`src/rtl/mc_control.sv`:
```
// Multicycle control sequencer for the 32-bit MIPS datapath: a Moore FSM that
// steps one shared ALU and one unified memory through each instruction.
module mc_control #(
    parameter int OP_WIDTH = 6,
    parameter int ST_WIDTH = 4
) (
    input  logic                CLK,
    input  logic                RST,
    input  logic [OP_WIDTH-1:0] Op,
    input  logic                MemReady,
    output logic                PCWrite,
    output logic                PCWriteCond,
    output logic                IorD,
    output logic                MemRead,
    output logic                MemWrite,
    output logic                IRWrite,
    output logic                MemtoReg,
    output logic                RegDst,
    output logic                RegWrite,
    output logic                ALUSrcA,
    output logic [1:0]          ALUSrcB,
    output logic [2:0]          ALUOp,
    output logic [1:0]          PCSource,
    output logic                Retire,
    output logic                Illegal,
    output logic [ST_WIDTH-1:0] State
);

    localparam logic [ST_WIDTH-1:0] FETCH  = ST_WIDTH'(0);
    localparam logic [ST_WIDTH-1:0] DECODE = ST_WIDTH'(1);
    localparam logic [ST_WIDTH-1:0] MEMADR = ST_WIDTH'(2);
    localparam logic [ST_WIDTH-1:0] MEMRD  = ST_WIDTH'(3);
    localparam logic [ST_WIDTH-1:0] MEMWB  = ST_WIDTH'(4);
    localparam logic [ST_WIDTH-1:0] MEMWR  = ST_WIDTH'(5);
    localparam logic [ST_WIDTH-1:0] EXEC   = ST_WIDTH'(6);
    localparam logic [ST_WIDTH-1:0] RWB    = ST_WIDTH'(7);
    localparam logic [ST_WIDTH-1:0] BRANCH = ST_WIDTH'(8);
    localparam logic [ST_WIDTH-1:0] JUMP   = ST_WIDTH'(9);
    localparam logic [ST_WIDTH-1:0] ADDIEX = ST_WIDTH'(10);
    localparam logic [ST_WIDTH-1:0] ADDIWB = ST_WIDTH'(11);

    localparam logic [OP_WIDTH-1:0] OP_RTYPE = OP_WIDTH'(6'b000000);
    localparam logic [OP_WIDTH-1:0] OP_J     = OP_WIDTH'(6'b000010);
    localparam logic [OP_WIDTH-1:0] OP_BEQ   = OP_WIDTH'(6'b000100);
    localparam logic [OP_WIDTH-1:0] OP_ADDI  = OP_WIDTH'(6'b001000);
    localparam logic [OP_WIDTH-1:0] OP_LW    = OP_WIDTH'(6'b100011);
    localparam logic [OP_WIDTH-1:0] OP_SW    = OP_WIDTH'(6'b101011);

    logic [ST_WIDTH-1:0] nextState;
    logic                opLegal;

    assign opLegal = (Op == OP_RTYPE) || (Op == OP_J)  || (Op == OP_BEQ) ||
                     (Op == OP_ADDI)  || (Op == OP_LW) || (Op == OP_SW);

    // NOTE: state registers use non-blocking assignment so every flop samples
    // pre-edge values; blocking here would create order-dependent simulation.
    always_ff @(posedge CLK) begin
        if (RST) begin
            State <= FETCH;
        end else begin
            State <= nextState;
        end
    end

    // NOTE: every combinational output gets a default before the case, so no
    // path leaves a signal unassigned and no latch is inferred.
    always_comb begin
        nextState = FETCH;
        case (State)
            FETCH:  nextState = MemReady ? DECODE : FETCH;
            DECODE: begin
                case (Op)
                    OP_LW, OP_SW: nextState = MEMADR;
                    OP_RTYPE:     nextState = EXEC;
                    OP_BEQ:       nextState = BRANCH;
                    OP_J:         nextState = JUMP;
                    OP_ADDI:      nextState = ADDIEX;
                    default:      nextState = FETCH;
                endcase
            end
            // Op comes from the instruction register and is stable here.
            MEMADR: nextState = (Op == OP_SW) ? MEMWR : MEMRD;
            MEMRD:  nextState = MemReady ? MEMWB : MEMRD;
            MEMWB:  nextState = FETCH;
            MEMWR:  nextState = MemReady ? FETCH : MEMWR;
            EXEC:   nextState = RWB;
            RWB:    nextState = FETCH;
            BRANCH: nextState = FETCH;
            JUMP:   nextState = FETCH;
            ADDIEX: nextState = ADDIWB;
            ADDIWB: nextState = FETCH;
            default: nextState = FETCH;
        endcase
    end

    always_comb begin
        PCWrite     = 1'b0;
        PCWriteCond = 1'b0;
        IorD        = 1'b0;
        MemRead     = 1'b0;
        MemWrite    = 1'b0;
        IRWrite     = 1'b0;
        MemtoReg    = 1'b0;
        RegDst      = 1'b0;
        RegWrite    = 1'b0;
        ALUSrcA     = 1'b0;
        ALUSrcB     = 2'b00;
        ALUOp       = 3'b000;
        PCSource    = 2'b00;
        Retire      = 1'b0;
        Illegal     = 1'b0;
        case (State)
            FETCH: begin
                MemRead = 1'b1;
                ALUSrcB = 2'b01;
                IRWrite = MemReady;
                PCWrite = MemReady;
            end
            DECODE: begin
                ALUSrcB = 2'b11;
                Illegal = !opLegal;
                Retire  = !opLegal;
            end
            MEMADR: begin
                ALUSrcA = 1'b1;
                ALUSrcB = 2'b10;
            end
            MEMRD: begin
                MemRead = 1'b1;
                IorD    = 1'b1;
            end
            MEMWB: begin
                RegWrite = 1'b1;
                MemtoReg = 1'b1;
                Retire   = 1'b1;
            end
            MEMWR: begin
                MemWrite = 1'b1;
                IorD     = 1'b1;
                Retire   = MemReady;
            end
            EXEC: begin
                ALUSrcA = 1'b1;
                ALUOp   = 3'b010;
            end
            RWB: begin
                RegWrite = 1'b1;
                RegDst   = 1'b1;
                Retire   = 1'b1;
            end
            BRANCH: begin
                ALUSrcA     = 1'b1;
                ALUOp       = 3'b001;
                PCWriteCond = 1'b1;
                PCSource    = 2'b01;
                Retire      = 1'b1;
            end
            JUMP: begin
                PCWrite  = 1'b1;
                PCSource = 2'b10;
                Retire   = 1'b1;
            end
            ADDIEX: begin
                ALUSrcA = 1'b1;
                ALUSrcB = 2'b10;
            end
            ADDIWB: begin
                RegWrite = 1'b1;
                Retire   = 1'b1;
            end
            default: ;
        endcase

        // Reset kills every strobe immediately so an abandoned instruction
        // cannot write anything; the datapath selects idle at their FETCH values.
        if (RST) begin
            PCWrite     = 1'b0;
            PCWriteCond = 1'b0;
            IorD        = 1'b0;
            MemRead     = 1'b0;
            MemWrite    = 1'b0;
            IRWrite     = 1'b0;
            MemtoReg    = 1'b0;
            RegDst      = 1'b0;
            RegWrite    = 1'b0;
            ALUSrcA     = 1'b0;
            ALUSrcB     = 2'b01;
            ALUOp       = 3'b000;
            PCSource    = 2'b00;
            Retire      = 1'b0;
            Illegal     = 1'b0;
        end
    end

endmodule

```
`config.mk`:
```
export PLATFORM = sky130hd
export DESIGN_NAME = mc_control
export DESIGN_NICKNAME = d
export VERILOG_FILES = /design/src/rtl/mc_control.sv
export SDC_FILE = /design/constraint.sdc
export NUM_CORES = 1
export LEC_CHECK = 0
export BUFFER_PORTS_ARGS = -buffer_cell sky130_fd_sc_hd__buf_2
export CAP_MARGIN = 20
export CORE_AREA = 2 2 41 43
export CTS_CLUSTER_DIAMETER = 30
export DETAILED_ROUTE_END_ITERATION = 6
export DIE_AREA = 0 0 43 45
export GPL_TIMING_DRIVEN = 0
export HOLD_SLACK_MARGIN = 0.05
export MAX_ROUTING_LAYER = met4
export PLACE_DENSITY = 0.83
export SYNTH_ARGS = -nofsm -noshare
export SYNTH_HDL_FRONTEND = slang
export SYNTH_SLANG_ARGS = --single-unit
```
`constraint.sdc`:
```
create_clock -name CLK -period 2.5 [get_ports CLK]
set_input_delay 0.625 -clock CLK [delete_from_list [all_inputs] [get_ports CLK]]
set_output_delay 0.625 -clock CLK [all_outputs]
set_load 0.01 [all_outputs]
```
==> impl_results.md <==
- Largest net degree at the start of global routing: 11
- Antenna Cells: 0
- RSZ-0062 raised after global routing: yes
- Power Density: 260 nW/um2
- CP Data Required Time: 1.88 ns
- Status: completed
- Synth Area in Simple Gates: 0.478
- Antenna-violating nets left: 0
- Syn_nets: 99
- FF+latch count, synth: 4
- Vias post-DR: 805
- Hold WS: 0.721 ns
- Largest register by flop count: State
- R2R Setup Slk: approximately 1.0 ns
- Yosys cell types: 36
- M1 WL: 667 um
- Drt via density: 5.79
- CTS Root Cell: clkbuf_4
- Starting DRT DRC Count: 13
- Routed WL per cell: 11.6 um
- Reg2reg start: State[3]
- Num ports: 32
- CTS tree: built
- Syn_area_per_cell: 6.55 um2
- Area of the multi-input gates: 470 um2
- Drt first pass iters: 4
- Drc violations: 0
- Hold Path Stages: 3
- Mapped Area: 589 um2
- Chip width: 43 um
- Port bufs: 29
- Gr ovfl total: 0
- Number of global-route vias before repair: between 600 and 700
- Number of synthesized flops with an enable pin: 0
- Fin. max-slew vios: 0
- Placed Area: 754 um2
- Slowest stage delay, CP: about 0.55 ns
- Crit path cell chain: buf_6 > or4_4 > nor3_4 > nor2_2 > and3_2 > buf_2
- Starting density of the core: 0.401
- Hold_sp: Op[3]
- Worst hold path type: input port to register
- Hold Path Sink: State[1]
- Routed wl met2: 809 um
- DR top layer: met4
- Synth Area in Compound Gates: 0.270
- Fin crit share: 0.988
- Crit path from: Op[4]
- CP Capture Type: primary output
- Total CTS buffers: 3
- # rows: 14
- Peak Freq: a little over 400 MHz
- Synth Warn #: 0
- Worst r2r path cells: 5
- Post-synthesis cell count: 90
- Number of H-tree levels: 1
- Layout fillers: 156
- Synth Area in Adders: 0
- Post-Synth XOR/XNOR Area: 0.0297
- Startpoint Class: input port
- Clock skew: between 0.0006 and 0.0007 ns
- Clk slew on worst S/H paths: about 0.040 ns
- Regs by FF count: State (4)
- Sequential share of the synthesized area: 0.136
- Fin. Hold Viols: 0
- Area growth, synth to finish: 37.4%
- Clock Sinks: 4
- Worst Path Max Fanout: 2
- Peak VDD IR: 0.180 mV
- Storage cell area: 80.1 um2
- Max Cap Viol: 0
- Routed Wire Length: 1620 um
- First-pass GRT wire length: approximately 2500 um
- # nets final: 134
- Final setup violation count: 0
- Total track usage: 0.168
- Die Y-Extent: 45 um
- Max reg flops: 4
- Share of post-route cells with drive strength above 1: 0.341
- Main combinational cell family by area after synthesis: simple AND/OR/NAND/NOR gates
- Proportion of synthesized area in mux cells: 0
- Arrival time of the worst setup path: about 1.8 ns
- Post-synth top flop: dfxtp_1
- Worst-skew pair later-pin latency: 0.23 ns
- Buffer depth of the longest clock path: 2
- Leak pwr: between 0.3 and 0.4 nW
- Min cycle time layout: 2.47 ns
- Core area: ~1500 um2
- Setup ws final: 0.0308 ns
- RePlAce Congestion: 0.811
- Post-Layout Inst Area: 810 um2
- Post-layout util: 0.550
- Reg-to-Reg End: State[0]
- Setup WS pre-CTS: 0.0215 ns
- Post-detail-place hpwl: 1240 um
- Initial antenna violation count: 0
- Met3 wire length: about 130 um
- Die Area: slightly below 2000 um2
- Slowest cell on crit path: or4_4
- FFs w/ async S/R, synth: 0
- Critical path type: input port to primary output
## cell usage after synthesis (2+ instances only)
| cell type | n | area [um2] |
|---|---|---|
| nor4_1 | 4 | 25.0 |
| o21bai_1 | 2 | 15.0 |
| nor3b_1 | 2 | 15.0 |
| nand2_1 | 4 | 15.0 |
| nor2_1 | 11 | 41.3 |
| and3_1 | 2 | 12.5 |
| nand2b_1 | 5 | 31.3 |
| buf_2 | 2 | 10.0 |
| o211ai_1 | 2 | 15.0 |
| a31oi_1 | 2 | 12.5 |
| a21o_1 | 2 | 15.0 |
| clkbuf_1 | 6 | 22.5 |
| o21ai_0 | 5 | 25.0 |
| nor4b_1 | 2 | 17.5 |
| a21oi_1 | 5 | 25.0 |
| dfxtp_1 | 4 | 80.1 |
| nor3_1 | 10 | 50.1 |
| buf_4 | 2 | 15.0 |
## cell type report
cell class	instances	share of cell area
Multi-Input combinational cell	76	0.581
Clock buffer	3	0.0278
Timing Repair Buffer	30	0.209
Buffer	10	0.0587
Tap cell	16	0.0247
Sequential cell	4	0.0989
## metrics by stage
stage          power (mW)  cells  TNS (ns)
3_3_place_gp        0.127    135         0
3_5_place_dp        0.129    135         0
6_report            0.211    139         0
5_1_grt             0.221    139   -0.0339
4_1_cts             0.206    138         0
2_1_floorplan       0.106     90         0
## routing by layer
layer	global-route usage	up-vias
met3	0.0280	2
li1	-	402
met5	-	-
met1	0.185	365
met4	0.0727	0
met2	0.300	36
## cell families after synthesis
| logic type | count (synthesis) |
|---|---|
| simple gates | 49 |
| compound gates | 24 |
| buf+inv | 10 |
| flops | 4 |
| xor+xnor | 2 |
| other cells | 1 |
## worst max path at each step
stage	slack, ns	cells after the start	to
detailed placement	0.02	6	Retire
finish	0.03	6	Illegal
floorplan	0.28	4	Retire
CTS	0.02	6	Retire
global route	-0.02	6	Retire
global placement	0.03	6	Retire
## cell usage in the layout (no fill, tap or decap), types with 2 or more instances in the layout
| cell type | instances |
|---|---|
| a21o_1 | 2 |
| a21oi_1 | 5 |
| a31oi_1 | 2 |
| and3_1 | 2 |
| buf_2 | 29 |
| buf_4 | 3 |
| clkbuf_1 | 6 |
| clkbuf_4 | 3 |
| dfxtp_1 | 4 |
| nand2_1 | 4 |
| nand2b_1 | 5 |
| nor2_1 | 10 |
| nor3_1 | 10 |
| nor3b_1 | 2 |
| nor4_1 | 4 |
| nor4b_1 | 2 |
| o211ai_1 | 2 |
| o21ai_0 | 5 |
| o21bai_1 | 2 |
## report_power, final
group	switching (mW)	total, mW	internal, mW
Sequential	0.00257	0.0682	0.0656
Combinational	0.0367	0.0658	0.0291
Clock	0.0234	0.0769	0.0535
Total	0.0626	0.211	0.148
## critical path: cells and delay by family
| kind | cells | cell delay (ns) |
|---|---|---|
| buf+inv | 2 | 0.22 |
| simple gates | 4 | 1.00 |
## what timing repair did
action                                 CTS  global route
setup endpoints to repair                0             2
buffers inserted                         0             1
gates resized for setup                  0             6
hold buffers                             0             0
endpoints found under the hold margin    0             0
Power figures use the tool's default switching activity.
